--- src/rtl/fp16_quant_unit_if.sv ---
// Stream bundle for fp16_quant_unit: the FP16 input beat (activation plus
// inverse scale) and the quantized output beat, each with valid/ready.
//   in_valid/in_ready          input handshake
//   fp16_in, fp16_inv_scale    FP16 operands, sampled together
//   out_valid/out_ready        output handshake
//   int_out                    signed OUT_W-bit quantized result
//   sat_flag, nan_flag         per-beat status
// slave = the quantizer's view; master = the surrounding logic's view.
interface fp16_quant_unit_if #(
  parameter int OUT_W = 8
);
  logic             in_valid;
  logic             in_ready;
  logic [15:0]      fp16_in;
  logic [15:0]      fp16_inv_scale;
  logic             out_valid;
  logic             out_ready;
  logic [OUT_W-1:0] int_out;
  logic             sat_flag;
  logic             nan_flag;

  modport slave (
    input  in_valid, fp16_in, fp16_inv_scale, out_ready,
    output in_ready, out_valid, int_out, sat_flag, nan_flag
  );

  modport master (
    output in_valid, fp16_in, fp16_inv_scale, out_ready,
    input  in_ready, out_valid, int_out, sat_flag, nan_flag
  );
endinterface

--- src/rtl/fp16_quant_unit.sv ---
// FP16 quantizer: int_out = sat(round_half_away(fp16_in * fp16_inv_scale)).
// Three pipeline stages (decode+multiply, shift+round, saturate) that advance
// together unless the output beat is stalled; plus a saturated-beat counter.
// Ports:
//   clk, rst     clock and synchronous active-high reset
//   bus          stream interface (slave modport), see fp16_quant_unit_if
//   clr_stats    clears sat_cnt (wins over a same-cycle increment)
//   sat_cnt      saturating count of handshaked beats with sat_flag set
module fp16_quant_unit #(
  parameter int OUT_W     = 8,
  parameter bit SYMMETRIC = 1'b1
) (
  input  logic               clk,
  input  logic               rst,
  fp16_quant_unit_if.slave   bus,
  input  logic               clr_stats,
  output logic [15:0]        sat_cnt
);

  localparam logic [32:0] PosMax = (33'd1 << (OUT_W - 1)) - 33'd1;
  localparam logic [32:0] NegMax = SYMMETRIC ? PosMax : PosMax + 33'd1;

  logic stall;
  logic v1_q, v2_q, v3_q;

  assign stall        = v3_q & ~bus.out_ready;
  assign bus.in_ready = ~stall;

  // ---------------- S1: decode + multiply ----------------
  logic [4:0]  xe, se, xe_eff, se_eff;
  logic [9:0]  xf, sf;
  logic [10:0] xm, sm;
  logic        x_nan, s_nan, x_inf, s_inf, x_zero, s_zero;
  logic        nan1_d, inf1_d, zero1_d;
  logic [21:0] p1_d;
  logic signed [6:0] sh1_d;

  assign xe = bus.fp16_in[14:10];
  assign xf = bus.fp16_in[9:0];
  assign se = bus.fp16_inv_scale[14:10];
  assign sf = bus.fp16_inv_scale[9:0];

  assign x_nan  = (xe == 5'h1F) && (xf != '0);
  assign s_nan  = (se == 5'h1F) && (sf != '0);
  assign x_inf  = (xe == 5'h1F) && (xf == '0);
  assign s_inf  = (se == 5'h1F) && (sf == '0);
  assign x_zero = (xe == '0) && (xf == '0);
  assign s_zero = (se == '0) && (sf == '0);

  // Inf x 0 has no meaningful magnitude, so it is reported as NaN.
  assign nan1_d  = x_nan | s_nan | (x_inf & s_zero) | (s_inf & x_zero);
  assign inf1_d  = (x_inf | s_inf) & ~nan1_d;
  assign zero1_d = (x_zero | s_zero) & ~nan1_d;

  assign xm     = {xe != '0, xf};
  assign sm     = {se != '0, sf};
  assign xe_eff = (xe == '0) ? 5'd1 : xe;
  assign se_eff = (se == '0) ? 5'd1 : se;
  assign p1_d   = xm * sm;
  // Product of two 1.10 mantissas is 2.20; biases 15+15 plus 20 fraction bits.
  assign sh1_d  = $signed({2'b00, xe_eff}) + $signed({2'b00, se_eff}) - 7'sd50;

  logic [21:0]       p1_q;
  logic signed [6:0] sh1_q;
  logic              sign1_q, nan1_q, inf1_q, zero1_q;

  // ---------------- S2: shift + round ----------------
  logic [6:0]  nsh;
  logic [22:0] rnd;
  logic [32:0] mag2_d;

  always_comb begin
    nsh    = 7'(-sh1_q);
    rnd    = '0;
    mag2_d = '0;
    if (!sh1_q[6]) begin
      mag2_d = {11'd0, p1_q} << sh1_q[5:0];
    end else if (nsh <= 7'd22) begin
      // Adding half an output LSB before truncating rounds the magnitude
      // half away from zero; the sign is reapplied afterwards.
      rnd    = {1'b0, p1_q} + (23'd1 << (nsh - 7'd1));
      mag2_d = {10'd0, rnd >> nsh};
    end
  end

  logic [32:0] mag2_q;
  logic        sign2_q, nan2_q, inf2_q, zero2_q;

  // ---------------- S3: saturate ----------------
  logic [32:0]      lim;
  logic [OUT_W-1:0] res_d;
  logic             sat_d, nan_d;

  assign lim = sign2_q ? NegMax : PosMax;

  always_comb begin
    res_d = '0;
    sat_d = 1'b0;
    nan_d = 1'b0;
    if (v2_q) begin
      if (nan2_q) begin
        nan_d = 1'b1;
      end else if (inf2_q || (mag2_q > lim)) begin
        sat_d = 1'b1;
        res_d = sign2_q ? OUT_W'(-lim[OUT_W-1:0]) : lim[OUT_W-1:0];
      end else if (!zero2_q) begin
        res_d = sign2_q ? OUT_W'(-mag2_q[OUT_W-1:0]) : mag2_q[OUT_W-1:0];
      end
    end
  end

  logic [OUT_W-1:0] int_out_q;
  logic             sat_q, nan_q;

  always_ff @(posedge clk) begin
    if (rst) begin
      v1_q      <= 1'b0;
      v2_q      <= 1'b0;
      v3_q      <= 1'b0;
      p1_q      <= '0;
      sh1_q     <= '0;
      sign1_q   <= 1'b0;
      nan1_q    <= 1'b0;
      inf1_q    <= 1'b0;
      zero1_q   <= 1'b0;
      mag2_q    <= '0;
      sign2_q   <= 1'b0;
      nan2_q    <= 1'b0;
      inf2_q    <= 1'b0;
      zero2_q   <= 1'b0;
      int_out_q <= '0;
      sat_q     <= 1'b0;
      nan_q     <= 1'b0;
    end else if (!stall) begin
      v1_q      <= bus.in_valid;
      p1_q      <= p1_d;
      sh1_q     <= sh1_d;
      sign1_q   <= bus.fp16_in[15] ^ bus.fp16_inv_scale[15];
      nan1_q    <= nan1_d;
      inf1_q    <= inf1_d;
      zero1_q   <= zero1_d;
      v2_q      <= v1_q;
      mag2_q    <= mag2_d;
      sign2_q   <= sign1_q;
      nan2_q    <= nan1_q;
      inf2_q    <= inf1_q;
      zero2_q   <= zero1_q;
      v3_q      <= v2_q;
      int_out_q <= res_d;
      sat_q     <= sat_d;
      nan_q     <= nan_d;
    end
  end

  assign bus.out_valid = v3_q;
  assign bus.int_out   = int_out_q;
  assign bus.sat_flag  = sat_q;
  assign bus.nan_flag  = nan_q;

  // ---------------- saturation event counter ----------------
  logic [15:0] sat_cnt_q;

  always_ff @(posedge clk) begin
    if (rst || clr_stats) begin
      sat_cnt_q <= '0;
    end else if (v3_q && bus.out_ready && sat_q && (sat_cnt_q != 16'hFFFF)) begin
      sat_cnt_q <= sat_cnt_q + 16'd1;
    end
  end

  assign sat_cnt = sat_cnt_q;

endmodule

--- src/flat_wrapper.sv ---
// flat-port wrapper written by rule: the top's interface ports become plain ports
module fp16_quant_unit_flat 
#(
  parameter int OUT_W     = 8,
  parameter bit SYMMETRIC = 1'b1
)
  (clk, rst, clr_stats, sat_cnt, bus_in_valid, bus_fp16_in, bus_fp16_inv_scale, bus_out_ready, bus_in_ready, bus_out_valid, bus_int_out, bus_sat_flag, bus_nan_flag);
  fp16_quant_unit_if #(.OUT_W(OUT_W)) bus_i ();
  input  logic clk;
  input  logic rst;
  input  logic clr_stats;
  output logic [15:0] sat_cnt;
  input wire logic [$bits(bus_i.in_valid)-1:0] bus_in_valid;
  input wire logic [$bits(bus_i.fp16_in)-1:0] bus_fp16_in;
  input wire logic [$bits(bus_i.fp16_inv_scale)-1:0] bus_fp16_inv_scale;
  input wire logic [$bits(bus_i.out_ready)-1:0] bus_out_ready;
  output wire logic [$bits(bus_i.in_ready)-1:0] bus_in_ready;
  output wire logic [$bits(bus_i.out_valid)-1:0] bus_out_valid;
  output wire logic [$bits(bus_i.int_out)-1:0] bus_int_out;
  output wire logic [$bits(bus_i.sat_flag)-1:0] bus_sat_flag;
  output wire logic [$bits(bus_i.nan_flag)-1:0] bus_nan_flag;
  assign bus_i.in_valid = bus_in_valid;
  assign bus_i.fp16_in = bus_fp16_in;
  assign bus_i.fp16_inv_scale = bus_fp16_inv_scale;
  assign bus_i.out_ready = bus_out_ready;
  assign bus_in_ready = bus_i.in_ready;
  assign bus_out_valid = bus_i.out_valid;
  assign bus_int_out = bus_i.int_out;
  assign bus_sat_flag = bus_i.sat_flag;
  assign bus_nan_flag = bus_i.nan_flag;
  fp16_quant_unit #(.OUT_W(OUT_W), .SYMMETRIC(SYMMETRIC)) u_core (.clk(clk), .rst(rst), .bus(bus_i), .clr_stats(clr_stats), .sat_cnt(sat_cnt));
endmodule
--- config.mk ---
export PLATFORM = sky130hd
export DESIGN_NAME = fp16_quant_unit_flat
export DESIGN_NICKNAME = d
export VERILOG_FILES = /design/src/rtl/fp16_quant_unit_if.sv /design/src/rtl/fp16_quant_unit.sv /design/src/flat_wrapper.sv
export SDC_FILE = /design/constraint.sdc
export NUM_CORES = 1
export LEC_CHECK = 0
export CORE_MARGIN = 2
export CORE_UTILIZATION = 54
export DETAILED_ROUTE_END_ITERATION = 12
export PLACE_DENSITY = 0.81
export SETUP_SLACK_MARGIN = 0.4
export SLEW_MARGIN = 40
export SYNTH_ARGS = -nofsm -noshare
export SYNTH_HDL_FRONTEND = slang
export SYNTH_SLANG_ARGS = --single-unit
export TNS_END_PERCENT = 10
--- constraint.sdc ---
create_clock -name clk -period 8.2 [get_ports clk]
set_input_delay 0.82 -clock clk [delete_from_list [all_inputs] [get_ports clk]]
set_output_delay 0.82 -clock clk [all_outputs]
set_load 0.01 [all_outputs]
==> run summary <==
### Critical path
• **reg2reg path depth** 21
• **reg-to-reg slack, setup** 1.82 ns
• **Reg-to-Reg End** u_core.mag2_q[6]
• **Worst Setup End Kind** flop
• **class of the most critical setup path** in2reg
• **Worst setup SP type** input pin
• **cell with the largest stage delay on the worst path** fa_1
• **worst-path fanout max** 14
• **Slowest Stage Delay on Critical Path** 0.55 ns
• **reg-to-reg critical path startpoint** u_core.sh1_q[1]
• **cell repeated most along the worst path** fa_1
• **endpoint required time on the critical path** 8.45 ns
• **Worst Path Arrival** 6.98 ns
• **critical-path cell list** clkdlybuf4s50_1 > nor3_1 > nand2_1 > nand2_1 > fa_1 > fa_1 > fa_1 > inv_1 > fa_1 > fa_1 > ha_1 > o21ai_0 > o21ba_2 > o2111ai_1 > a31oi_1 > and4_1 > a2111oi_1 > a21oi_1 > xnor2_1 > a21o_1

### Global routing
• **Remaining Overflow, GRT** 0
• **global routing usage summed across all routing layers** 28.3%
• **global-route wire length before repair** 55.6 mm
• **number of antenna violations at the first check in global routing** 0
• **via count of the first global-routing pass** 11100
• **pin count of the biggest net entering global routing** 87

### Timing
• **Setup Viol. Count Final** 0
• **Sum Neg Setup Slack** 0 ns
• **final-layout worst hold slack** 0.455 ns
• **Max-Slew Margin vs Limit** 48.6%
• **unrepaired setup endpoints after global routing** false
• **Clock Skew** 0.00976 ns
• **fmax** 149 MHz
• **Final Hold Vio Count** 0
• **transition at the pin with the smallest max-transition slack** 0.770 ns
• **post-route clock period utilization** 82.1%
• **Setup WS post-layout** 1.47 ns
• **count of pins over their slew limit** 0
• **post-layout min period** 6.73 ns

### Floorplanning
• **number of placement rows** 54
• **total die area** 23700 sq um
• **initial cell density of the core** 55.4%
• **die span in y** 154 microns
• **floorplan core area** 22000 sq um
• **Die Wd** 154 microns
• **IO Count** 65

### Synthesis
• **mean post-synth cell area** 7.74 sq um
• **most frequent cells after synthesis** nand2_1 (209), nor2_1 (182), a21oi_1 (112), inv_1 (108), dfxtp_1 (99)
• **post-synthesis sequential element count** 99
• **cell area after technology mapping** 12200 sq um
• **Post-Synthesis Cells** 1571
• **area fraction in compound gates after synthesis** 19.4%
• **count of cell types in the netlist** 89
• **adder-cell share of the synthesized area** 23.1%
• **top flip-flop cell by instance count after synthesis** dfxtp_1
• **YS warnings** 0
• **cell taking the most area after synthesis** dfxtp_1
• **net count after synthesis** 1783
• **area share of and/or/nand/nor cells after synthesis** 23.2%
• **EDFF count, synth** 0
• **main combinational cell family by area after synthesis** simple AND/OR/NAND/NOR gates
• **share of synthesized area occupied by flip-flops and latches** 16.3%
• **fraction of synthesized cell area taken by the top area cell type** 16.3%
• **top cells by area in the synthesized netlist** dfxtp_1 (16%), fa_1 (13%), ha_1 (9.6%)
• **fraction of registers with async set/reset** 0%
• **multiplexer share of the synthesized area** 6.88%
• **share of the synthesized netlist area taken by xor and xnor gates** 4.81%
• **most used standard cell by instance count after synthesis** nand2_1

### Clock tree
• **deepest clock path buffer count** 2
• **CTS clock-pin slew for the worst setup and hold paths** 0.07 ns
• **number of resized instances in the post-cts repair step** 0
• **Clock Sinks** 99
• **# H-tree levels** 3
• **post-CTS setup buffer count** 0
• **clock latency at the later pin of the worst-skew pair** 0.35 ns
• **TritonCTS clock tree** built
• **number of CTS-inserted buffers** 9
• **number of hold buffers added after cts** 0
• **root cell of the clock tree** clkbuf_16

### Layout
• **Cell Count, Final, Fillers Out** 1852
• **layout cells sized above 1** 6.11%
• **final core utilization** 60.3%
• **fin nets** 1779
• **antenna cells** 0
• **area added between synthesis and finish** 8.91%

### Route
• **routed via count divided by cell count** 6.20
• **aggregate routed wire length** 33.1 mm
• **routed length per placed instance** 17.9 microns
• **count of TritonRoute iterations in the first routing pass** 6
• **initial DRC count** 1092
• **via count** 11500
• **DRC viols** 0
• **antenna violation net count after detailed routing** 0

### Placed design
• **number of placed cells counting well taps** 1836
• **HPWL after detailed placement** 25.7 mm
• **final weighted congestion in routability-driven placement** 0.969
• **count of buffers from port buffering** 64
• **worst setup timing slack at the placement stage** 0.937 ns

### Min path
• **startpoint of the lowest-slack hold path** u_core.v1_q
• **path category of the worst min-delay check** reg2reg
• **Hold Path End** u_core.v1_q
• **Hold Crit Depth** 2

### Outcome
• **run status** finished, final reports clean

### Power
• **Max VDD drop** 0.151 mV
• **Static Leak** 5.69 nW
• **power per unit of standard cell area** 267 nW/um^2

### Run
• **number of maximum-capacitance violations** 0

## how the worst max path moves through the flow
stage	startpoint	to	depth (start not counted)
global route	bus_fp16_inv_scale[10]	u_core.p1_q[21]	20
finish	bus_fp16_inv_scale[10]	u_core.p1_q[21]	20
CTS	bus_fp16_inv_scale[11]	u_core.p1_q[21]	20
floorplan	bus_fp16_in[13]	u_core.p1_q[21]	19
global placement	bus_fp16_in[11]	u_core.p1_q[21]	19
detailed placement	bus_fp16_inv_scale[11]	u_core.p1_q[21]	20
## per-stage QoR
stage / power [W] / area, sq um
finish: 0.00353 / 13200
global placement: 0.00298 / 12900
floorplan: 0.00249 / 12200
global route: 0.00386 / 13200
CTS: 0.00351 / 13200
detailed placement: 0.00304 / 12900
## kinds of logic after synthesis
logic type | after synthesis
AOI/OAI and AO/OA | 355
xor gates and xnor gates | 63
adders and majority gates | 175
buffers and inverters | 201
DFF | 99
muxes | 67
and+or+nand+nor | 611
## layer usage
layer  share of wire (%)  GRT usage, %
met1                  43          37.9
met2                  47          47.0
met3                 6.5          3.35
met4                 3.7          11.0
met5                   0             0
## worst max-delay path, delay by kind of cell
kind	cells	cell delay, ns
adders and majority gates	6	2.84
AOI/OAI and AO/OA	7	1.53
and+or+nand+nor	4	1.10
buffers and inverters	2	0.52
xor gates and xnor gates	1	0.15
## report_power, final
group	switching (W)	leakage (nW)	internal, W
sequential	0.000101	0.809	0.000559
combinational	0.00138	4.73	0.00103
clock	0.000189	0.156	0.000271
total	0.00167	5.69	0.00186
## area by class of cell
cell class	count	area (sq um)
multi-input combinational	1271	9440
tap	280	350
sequential	99	1980
fill	1904	8710
clock inverter	6	101
clock buffer	10	229
timing repair buffer	76	729
inverter	110	413
## state kept, by name (all words and copies together), names as in the netlist, 7 cells and up
register / cells
u_core.p1_q: 22
u_core.bus.int_out: 8
u_core.mag2_q: 33
u_core.sh1_q: 7
u_core.sat_cnt: 16
## placed cells by master (no fill, tap or decap), drive strengths merged, types with 6 or more instances in the layout
| cell | Yosys | layout |
|---|---|---|
| a211oi | 29 | 29 |
| a21o | 13 | 13 |
| a21oi | 114 | 114 |
| a221oi | 12 | 12 |
| a22oi | 18 | 18 |
| a31oi | 9 | 9 |
| and2 | 52 | 52 |
| and3 | 8 | 8 |
| buf | 20 | 13 |
| clkbuf | 71 | 10 |
| clkdlybuf4s50 | 0 | 63 |
| dfxtp | 99 | 99 |
| fa | 82 | 82 |
| ha | 93 | 93 |
| inv | 110 | 110 |
| mux2 | 20 | 20 |
| mux2i | 36 | 36 |
| mux4 | 11 | 11 |
| nand2 | 209 | 209 |
| nand2b | 11 | 11 |
| nand3 | 31 | 31 |
| nand4 | 14 | 14 |
| nor2 | 183 | 183 |
| nor2b | 13 | 13 |
| nor3 | 30 | 30 |
| nor3b | 7 | 7 |
| nor4 | 11 | 11 |
| o21a | 9 | 9 |
| o21ai | 71 | 71 |
| o22ai | 15 | 15 |
| o31ai | 6 | 6 |
| or2 | 10 | 10 |
| or3 | 18 | 18 |
| xnor2 | 40 | 40 |
| xor2 | 23 | 23 |
(Power assumes the default switching activity.)
